==> config.mk <==
export PLATFORM = sky130hd
export DESIGN_NAME = sdr_burst_rd_fsm_flat
export DESIGN_NICKNAME = d
export VERILOG_FILES = /design/src/rtl/sdr_burst_rd_fsm_if.sv /design/src/rtl/sdr_burst_rd_fsm.sv /design/src/flat_wrapper.sv
export SDC_FILE = /design/constraint.sdc
export NUM_CORES = 1
export LEC_CHECK = 0
export CORE_UTILIZATION = 50
export CTS_CLUSTER_DIAMETER = 100
export DETAILED_ROUTE_END_ITERATION = 7
export PLACE_DENSITY = 0.9
export SYNTH_ARGS = -nofsm -noshare
export SYNTH_HDL_FRONTEND = slang
export SYNTH_SLANG_ARGS = --single-unit
export TNS_END_PERCENT = 30
==> constraint.sdc <==
create_clock -name clk -period 11.3 [get_ports clk]
set_input_delay 2.26 -clock clk [delete_from_list [all_inputs] [get_ports clk]]
set_output_delay 2.26 -clock clk [all_outputs]
set_load 0.05 [all_outputs]
==> src/rtl/sdr_burst_rd_fsm_if.sv <==
// -----------------------------------------------------------------------------
// sdr_burst_rd_fsm_if
// Request/response and SDRAM-side bus bundle for the burst read sequencer.
//   rd_en   : read request (sampled by the sequencer only while idle)
//   row     : row address           col : column address      ba : bank
//   rd_busy : request in flight     rd_done : one-cycle completion pulse
//   rdata   : assembled burst, beat0 in the low DQ_W bits
//   rd_bus  : {cmd[3:0], a[ROW_W-1:0], ba[1:0], cke} toward the bus arbiter
//   sdr_dq  : SDRAM read data
// Modports: master = requester / SDRAM side, slave = sequencer.
// -----------------------------------------------------------------------------
interface sdr_burst_rd_fsm_if #(
    parameter int unsigned DQ_W      = 16,
    parameter int unsigned BURST_LEN = 2,
    parameter int unsigned ROW_W     = 13,
    parameter int unsigned COL_W     = 10
);
    logic                      rd_en;
    logic [ROW_W-1:0]          row;
    logic [COL_W-1:0]          col;
    logic [1:0]                ba;
    logic                      rd_busy;
    logic                      rd_done;
    logic [DQ_W*BURST_LEN-1:0] rdata;
    logic [ROW_W+6:0]          rd_bus;
    logic [DQ_W-1:0]           sdr_dq;

    modport master (
        output rd_en, row, col, ba, sdr_dq,
        input  rd_busy, rd_done, rdata, rd_bus
    );

    modport slave (
        input  rd_en, row, col, ba, sdr_dq,
        output rd_busy, rd_done, rdata, rd_bus
    );
endinterface

==> src/rtl/sdr_burst_rd_fsm.sv <==
// -----------------------------------------------------------------------------
// sdr_burst_rd_fsm
// SDRAM read sequencer: ACT -> tRCD -> READ -> CAS latency -> burst capture,
// assembling BURST_LEN beats of DQ_W into one rdata word.
// Ports:
//   clk      : system clock
//   soft_rst : asynchronous reset, active-high
//   bus      : sdr_burst_rd_fsm_if.slave (request, rdata, rd_bus, sdr_dq)
// Optional feature macro: RD_AUTO_PRE_EN
//   defined   -> READ issued with A10=1 (auto-precharge), no PRE state
//   undefined -> READ with A10=0, followed by an explicit PRE and T_RP wait
// -----------------------------------------------------------------------------
`ifndef NOP
`define NOP 4'b0111
`endif
`ifndef ACT
`define ACT 4'b0011
`endif
`ifndef RD
`define RD  4'b0101
`endif
`ifndef PRE
`define PRE 4'b0010
`endif

module sdr_burst_rd_fsm #(
    parameter int unsigned DQ_W       = 16,
    parameter int unsigned BURST_LEN  = 2,
    parameter int unsigned ROW_W      = 13,
    parameter int unsigned COL_W      = 10,
    parameter int unsigned T_RCD      = 3,
    parameter int unsigned CAS_LAT    = 3,
    parameter int unsigned CAP_STAGES = 2,
    parameter int unsigned T_RP       = 3
) (
    input logic                clk,
    input logic                soft_rst,
    sdr_burst_rd_fsm_if.slave  bus
);

    function automatic int unsigned max2(input int unsigned a, input int unsigned b);
        return (a > b) ? a : b;
    endfunction

    localparam int unsigned WORD_W   = DQ_W * BURST_LEN;
    // Cycles between the READ cycle and the first beat leaving the capture chain
    localparam int unsigned CL_CYC   = CAS_LAT + CAP_STAGES - 1;
    localparam int unsigned MAX_WAIT = max2(max2(T_RCD - 1, CL_CYC - 1),
                                            max2(BURST_LEN - 1, T_RP - 1));
    localparam int unsigned CNT_W    = (MAX_WAIT < 1) ? 1 : $clog2(MAX_WAIT + 1);

    // Elaboration-time parameter legality
    generate
        if (!(BURST_LEN == 1 || BURST_LEN == 2 || BURST_LEN == 4 || BURST_LEN == 8)) begin : g_bad_burst
            $error("sdr_burst_rd_fsm: BURST_LEN must be 1, 2, 4 or 8");
        end
        if (CAS_LAT != 2 && CAS_LAT != 3) begin : g_bad_cl
            $error("sdr_burst_rd_fsm: CAS_LAT must be 2 or 3");
        end
        if (T_RCD < 1 || CAP_STAGES < 1 || T_RP < 1) begin : g_bad_timing
            $error("sdr_burst_rd_fsm: T_RCD, CAP_STAGES and T_RP must be >= 1");
        end
        if (COL_W > 10 || ROW_W < 11) begin : g_bad_addr
            $error("sdr_burst_rd_fsm: need COL_W <= 10 and ROW_W >= 11 to keep A10 free");
        end
    endgenerate

    typedef enum logic [2:0] {
        ST_IDLE,
        ST_ACT_WAIT,
        ST_RD,
        ST_CL_WAIT,
        ST_BURST,
        ST_PRE,
        ST_DONE
    } state_t;

    state_t            state;
    logic [CNT_W-1:0]  cnt;
    logic [COL_W-1:0]  col_q;
    logic [1:0]        ba_q;
    logic [3:0]        rd_cmd;
    logic [ROW_W-1:0]  rd_a;
    logic [1:0]        rd_ba;
    logic              rd_busy_q;
    logic              rd_done_q;
    logic [WORD_W-1:0] rdata_q;
    logic [WORD_W-1:0] burst_q;
    logic [DQ_W-1:0]   cap_q [CAP_STAGES];

    logic [DQ_W-1:0]   cap_out_c;
    logic [ROW_W-1:0]  rd_addr_c;
    logic [WORD_W-1:0] burst_nxt_c;

    assign cap_out_c = cap_q[CAP_STAGES-1];

    // READ address: column in the low bits, A10 selects auto-precharge
    always_comb begin
        rd_addr_c              = '0;
        rd_addr_c[COL_W-1:0]   = col_q;
`ifdef RD_AUTO_PRE_EN
        rd_addr_c[10]          = 1'b1;
`else
        rd_addr_c[10]          = 1'b0;
`endif
    end

    // Assembly word with the current beat merged into its slot
    always_comb begin
        burst_nxt_c = burst_q;
        for (int k = 0; k < int'(BURST_LEN); k++) begin
            if (cnt == CNT_W'(k)) begin
                burst_nxt_c[k*DQ_W +: DQ_W] = cap_out_c;
            end
        end
    end

    // DQ capture chain
    always_ff @(posedge clk or posedge soft_rst) begin
        if (soft_rst) begin
            for (int i = 0; i < int'(CAP_STAGES); i++) begin
                cap_q[i] <= '0;
            end
        end else begin
            cap_q[0] <= bus.sdr_dq;
            for (int i = 1; i < int'(CAP_STAGES); i++) begin
                cap_q[i] <= cap_q[i-1];
            end
        end
    end

    // Sequencer; command/address default to NOP/0 and are overridden on state entry
    always_ff @(posedge clk or posedge soft_rst) begin
        if (soft_rst) begin
            state     <= ST_IDLE;
            cnt       <= '0;
            col_q     <= '0;
            ba_q      <= '0;
            rd_cmd    <= `NOP;
            rd_a      <= '0;
            rd_ba     <= '0;
            rd_busy_q <= 1'b0;
            rd_done_q <= 1'b0;
            rdata_q   <= '0;
            burst_q   <= '0;
        end else begin
            rd_cmd    <= `NOP;
            rd_a      <= '0;
            rd_ba     <= '0;
            rd_done_q <= 1'b0;

            unique case (state)
                ST_IDLE: begin
                    if (bus.rd_en) begin
                        col_q     <= bus.col;
                        ba_q      <= bus.ba;
                        rd_cmd    <= `ACT;
                        rd_a      <= bus.row;
                        rd_ba     <= bus.ba;
                        rd_busy_q <= 1'b1;
                        cnt       <= '0;
                        state     <= ST_ACT_WAIT;
                    end
                end

                // ACT cycle plus T_RCD-1 NOPs
                ST_ACT_WAIT: begin
                    if (cnt == CNT_W'(T_RCD - 1)) begin
                        rd_cmd <= `RD;
                        rd_a   <= rd_addr_c;
                        rd_ba  <= ba_q;
                        cnt    <= '0;
                        state  <= ST_RD;
                    end else begin
                        cnt <= cnt + CNT_W'(1);
                    end
                end

                ST_RD: begin
                    cnt   <= '0;
                    state <= ST_CL_WAIT;
                end

                // Wait until beat0 reaches the end of the capture chain
                ST_CL_WAIT: begin
                    if (cnt == CNT_W'(CL_CYC - 1)) begin
                        cnt   <= '0;
                        state <= ST_BURST;
                    end else begin
                        cnt <= cnt + CNT_W'(1);
                    end
                end

                // One beat per cycle; rdata only changes once the word is complete
                ST_BURST: begin
                    burst_q <= burst_nxt_c;
                    if (cnt == CNT_W'(BURST_LEN - 1)) begin
                        rdata_q <= burst_nxt_c;
                        cnt     <= '0;
`ifdef RD_AUTO_PRE_EN
                        rd_done_q <= 1'b1;
                        rd_busy_q <= 1'b0;
                        state     <= ST_DONE;
`else
                        rd_cmd <= `PRE;
                        rd_a   <= '0;
                        rd_ba  <= ba_q;
                        state  <= ST_PRE;
`endif
                    end else begin
                        cnt <= cnt + CNT_W'(1);
                    end
                end

                // PRE cycle plus T_RP-1 NOPs
                ST_PRE: begin
                    if (cnt == CNT_W'(T_RP - 1)) begin
                        cnt       <= '0;
                        rd_done_q <= 1'b1;
                        rd_busy_q <= 1'b0;
                        state     <= ST_DONE;
                    end else begin
                        cnt <= cnt + CNT_W'(1);
                    end
                end

                // rd_en is not sampled here; next accept is from IDLE
                ST_DONE: begin
                    state <= ST_IDLE;
                end

                default: begin
                    state     <= ST_IDLE;
                    rd_busy_q <= 1'b0;
                end
            endcase
        end
    end

    assign bus.rd_bus  = {rd_cmd, rd_a, rd_ba, 1'b1};
    assign bus.rd_busy = rd_busy_q;
    assign bus.rd_done = rd_done_q;
    assign bus.rdata   = rdata_q;

endmodule
==> src/flat_wrapper.sv <==
// flat-port wrapper written by rule: the top's interface ports become plain ports
module sdr_burst_rd_fsm_flat 
#(
    parameter int unsigned DQ_W       = 16,
    parameter int unsigned BURST_LEN  = 2,
    parameter int unsigned ROW_W      = 13,
    parameter int unsigned COL_W      = 10,
    parameter int unsigned T_RCD      = 3,
    parameter int unsigned CAS_LAT    = 3,
    parameter int unsigned CAP_STAGES = 2,
    parameter int unsigned T_RP       = 3
)
  (clk, soft_rst, bus_rd_en, bus_row, bus_col, bus_ba, bus_sdr_dq, bus_rd_busy, bus_rd_done, bus_rdata, bus_rd_bus);
  sdr_burst_rd_fsm_if #(.DQ_W(DQ_W), .BURST_LEN(BURST_LEN), .ROW_W(ROW_W), .COL_W(COL_W)) bus_i ();
  input logic clk;
  input logic soft_rst;
  input wire logic [$bits(bus_i.rd_en)-1:0] bus_rd_en;
  input wire logic [$bits(bus_i.row)-1:0] bus_row;
  input wire logic [$bits(bus_i.col)-1:0] bus_col;
  input wire logic [$bits(bus_i.ba)-1:0] bus_ba;
  input wire logic [$bits(bus_i.sdr_dq)-1:0] bus_sdr_dq;
  output wire logic [$bits(bus_i.rd_busy)-1:0] bus_rd_busy;
  output wire logic [$bits(bus_i.rd_done)-1:0] bus_rd_done;
  output wire logic [$bits(bus_i.rdata)-1:0] bus_rdata;
  output wire logic [$bits(bus_i.rd_bus)-1:0] bus_rd_bus;
  assign bus_i.rd_en = bus_rd_en;
  assign bus_i.row = bus_row;
  assign bus_i.col = bus_col;
  assign bus_i.ba = bus_ba;
  assign bus_i.sdr_dq = bus_sdr_dq;
  assign bus_rd_busy = bus_i.rd_busy;
  assign bus_rd_done = bus_i.rd_done;
  assign bus_rdata = bus_i.rdata;
  assign bus_rd_bus = bus_i.rd_bus;
  sdr_burst_rd_fsm #(.DQ_W(DQ_W), .BURST_LEN(BURST_LEN), .ROW_W(ROW_W), .COL_W(COL_W), .T_RCD(T_RCD), .CAS_LAT(CAS_LAT), .CAP_STAGES(CAP_STAGES), .T_RP(T_RP)) u_core (.clk(clk), .soft_rst(soft_rst), .bus(bus_i));
endmodule
* Word level (Yosys, flattened, before mapping)
Index checks and enable logic that the tools add are counted.
** Storage, ports and cells
- Register bits :: 134
- Word-level logic and storage cells :: 68
- Output and inout bits :: 54
- Bits of input ports :: 44
** Operators by class
- Add/subtract/negate cells :: 1
- Mux-type cells :: 29
- Equal/unequal tests :: 14
- Reduce and logical (&&, ||, !) cells :: 10
- Bitwise logic cells :: 1
** Operator list (number)
- 16-bit two-way mux :: 2
- 13-bit one-hot mux with 2 select lines :: 1
- 3-bit two-way mux :: 7
- 3-bit one-hot mux with 6 select lines :: 1
- 2-bit two-way mux :: 8
- 13-bit two-way mux :: 1
- 4-bit one-hot mux with 3 select lines :: 1
- 10-bit two-way mux :: 1
- 2-bit one-hot mux with 5 select lines :: 1
- 3-bit == test, second input constant :: 3
- 2-bit by 1-bit inequality test with 1-bit output, second input constant :: 4
- 3-bit by 2-bit == test with 1-bit output, second input constant :: 2
- 2-bit one-hot mux with 3 select lines :: 1
- 2-bit AND reduction :: 3
- 5-bit AND reduction :: 1
- 5-bit nonzero test :: 1
- 5-bit OR reduction :: 1
- 2-bit == test, second input constant :: 2
- 1-bit two-way mux :: 4
- 3-bit by 1-bit == test with 1-bit output, second input constant :: 1
- 3-bit zero test :: 1
- 1-bit one-hot mux with 3 select lines :: 1
- 3-bit AND reduction :: 1
- 2-bit by 1-bit adder with 2-bit output, second input constant :: 1
- other kinds (5) :: 5

* Depth between registers and ports, before layout
- Depth in word-level cells :: 4
- Gate-level depth with buffers :: 7
- Gate-level depth less buffers :: 7

* Worst setup path before layout
Ideal clock, no wire load.
- Path kind :: input -> register
- Start :: in bus_rd_en
- End :: reg u_core.col_q[0]
- Setup slack :: 8.205 ns
- Data required time :: 11.175 ns
- Stages :: 4
- Setup time :: 0.125 ns
- Arrival :: 2.970 ns
- Buffers on the path :: 2
- Cells stage by stage :: and3_1 -> buf_6 -> buf_6 -> mux2_4
** Between the ends
- Longest elaborated chain between the ends :: 1
** RTL lines
- start, declared :: line flat_wrapper.sv:17 : input wire logic [$bits(bus_i.rd_en)-1:0] bus_rd_en;
- 2-bit AND reduction (no line)
- end signal, assigned :: line sdr_burst_rd_fsm.sv:155 : col_q <= bus.col;
- end, declared :: line sdr_burst_rd_fsm.sv:80 : logic [COL_W-1:0] col_q;
Every way passes these cells.
A chain may end at the register's enable or synchronous reset.

* Worst setup path after layout
- Start :: reg u_core.rd_cmd[0]
- End :: out bus_rd_bus[16]
** RTL lines
- start, declared :: line sdr_burst_rd_fsm.sv:82 : logic [3:0] rd_cmd;
- start signal, assigned :: line sdr_burst_rd_fsm.sv:139 : rd_cmd <= `NOP;
- start signal, assigned :: line sdr_burst_rd_fsm.sv:147 : rd_cmd <= `NOP;
- start signal, assigned :: line sdr_burst_rd_fsm.sv:157 : rd_cmd <= `ACT;
- end, declared :: line flat_wrapper.sv:25 : output wire logic [$bits(bus_i.rd_bus)-1:0] bus_rd_bus;
No word-level cell between the ends.

==> metrics <==
Pwr Density 325 mW/mm^2; height of the die 96.0 um; Max-cap violations 0; Crit-path slowest cell clkdlybuf4s50_1; die area 0.00922 sq mm; post_cts resized 0; EDFF count, synth 0; routability cong. 0.750; Congestion Overflow GR 0; area delta synth->final 35.6%; Leakage 2.73 nW; Sequential Area 0.00293 sq mm; final core occ 0.715; most common library cells after synthesis dfrtp_1, nand2_1, o21ai_1; CTS clk-pin slew, worst paths 60 ps; status finished clean; Die X 96.0 um; Final #Nets 481; Detailed Routing Iterations Pass 1 4; drt drc 0; H-tree depth 4; Port Buffers 95; Crit path largest cell delay 820 ps; Post-DRT Antenna Nets 0; Ys Warns 0; Ports 98; Cells after Synth 337; Starting Density 0.527; clk sinks 117; Buf/Inv on CP 1; CORE AREA 0.00838 sq mm; post-CTS setup buffer count 0; layout filler cell count 566; Avg Inst Size Synth 13.1 sq um; gr busiest metal met2; vias in the first global route 3019; CP cell instances clkdlybuf4s50_1; Slew Viols, Final 0; ys flop type dfrtp_1; post-route minimum period 4110 ps; hpwl dp 5.54 mm; vias 2828; worst vdd ir 0.189 mV; cell taking the most area after synthesis dfrtp_1; CTS Buf Count 17; met1 Use GR 0.283; Logic pwr share 0.385; total global-route track usage 0.220; crit path DAT 1850 ps; WL final 8.88 mm; vias per inst 5.15; Post-Synth Adder-Cell Area 0.0170; Mapped Area 0.00442 sq mm; layout cell share with drive strength beyond 1 0.126; multi-input logic area 0.00134 sq mm; area fraction in compound gates after synthesis 0.0631; P_int 1.20 mW; syn_nets 387; met2 Use GR 0.358; worst hold stages 0; clock buffer depth 2; DRT iter0 DRCs 123; clk_lat worst skew 500 ps; mux contribution to synthesized area 0.119; family with the most delay on the worst path buffers and inverters; antenna cell count 0; switching share of power 0.384; Synth Area in Simple Gates 0.0977; first-pass GRT wire length 14.9 mm; P_sw 0.748 mW; CP Capture Type output pin; worst-path maximum fanout 1; Hold WC Path Type reg -> reg; clk_skew 5.11 ps; Crit Path Class reg -> out; met3 global-route usage 0.0687; Seq/Total Area, Yosys 0.663; RSZ-0062 raised after global routing no; Rows 33; WP data required 9040 ps; routed len/inst 16.2 um; clock power share 0.270; XOR/XNOR share of the synthesized area 0; Setup TNS 0 ps; Yosys top cell area share 0.646; Peak Freq 243 MHz; CTS tree built; largest net degree at the start of global routing 76; sequential share of power 0.345; most frequent cell after synthesis dfrtp_1; #FFs+latches synth 117; largest family of logic cells by synthesized area multiplexers; reg2reg path depth 4; root buffer cell clkbuf_8; Crit. path cell count 1; hold buffer count at cts 0; Final Hold Fails 0; unique cell type count in the Yosys netlist 39; Final period util 0.363; Synth area leaders dfrtp_1, nand2_1, mux2_4; max_slew headroom 0.270; endpoints failing setup 0; startpoint types register; antenna violations before repair 0; ys async rst share 1.00; Slew @ Worst Pin 1100 ps
## power groups by stage
stage	registers [mW]	logic [mW]	clock network, mW
global placement	0.664	0.731	0
CTS	0.672	0.758	0.532
global route	0.690	0.802	0.554
floorplan	0.906	0.276	0
detailed placement	0.673	0.748	0
finish	0.671	0.750	0.525
## cell families after synthesis
kind of cell / after synthesis
buffers and inverters: 29
adders and majority gates: 6
DFF: 117
AOI/OAI and AO/OA: 43
muxes: 44
other: 2
and+or+nand+nor: 96
## final timing paths
check                                 startpoint             endpoint  slack [ps]
worst max-delay path            u_core.rd_cmd[0]       bus_rd_bus[16]        7190
worst min-delay path            u_core.cap_q[17]  u_core.cap_out_c[1]         350
worst max register to register     u_core.cnt[0]   u_core.burst_q[11]        8280
worst min register to register  u_core.cap_q[17]  u_core.cap_out_c[1]         350
max in group asynchronous               soft_rst      u_core.state[0]        7830
min in group asynchronous               soft_rst      u_core.rd_a[11]        2170
## flip-flops by register name, indices dropped and copies added (netlist names), 2 cells and up
name              flops
u_core.cap_q         16
u_core.col_q         10
u_core.ba_q           2
u_core.cnt            2
u_core.cap_out_c     16
u_core.state          3
u_core.rd_ba          2
u_core.bus.rdata     32
u_core.rd_a          13
u_core.rd_cmd         3
u_core.burst_q       16
## through the flow
step                hold WS, ps  cell area (sq um)  setup slack, ps  total power, mW  cells
floorplan                   331               4420             5940             1.18    337
global placement            333               5400             7110             1.39    517
detailed placement          335               5400             7060             1.42    517
CTS                         347               5990             7180             1.96    549
global route                349               5990             7160             2.05    549
finish                      346               5990             7190             1.95    549
## cells in the final DEF (no fill, tap or decap), types with 2 or more instances in the layout
master and n:
a21oi_1 2, a22o_1 12, and2_1 3, and3_1 3, buf_4 3, bufinv_16 3, clkbuf_16 16, clkbuf_8 2
clkdlybuf4s50_1 95, clkinv_2 5, clkinv_4 4, conb_1 2, dfrtp_1 114, dfstp_2 3, ha_1 6, inv_1 4
mux2_1 14, mux2_4 14, mux2i_1 16, nand2_1 74, nor2b_1 2, nor3b_1 4, o21ai_0 2, o21ai_1 20
## routing by layer
metal	part of all wire	routed length, um
met4	0.0091	81
met5	0	0
met1	0.43	3810
met2	0.50	4430
met3	0.062	553
## area by class of cell
cell class,count,share of cell area
clock buffers,19,0.0720
clock inverters,13,0.0263
multi-input cells,191,0.224
repair buffers,98,0.162
flip-flops and latches,117,0.489
well taps,105,0.0219
inverters,6,0.00418
(Power assumes the default switching activity.)
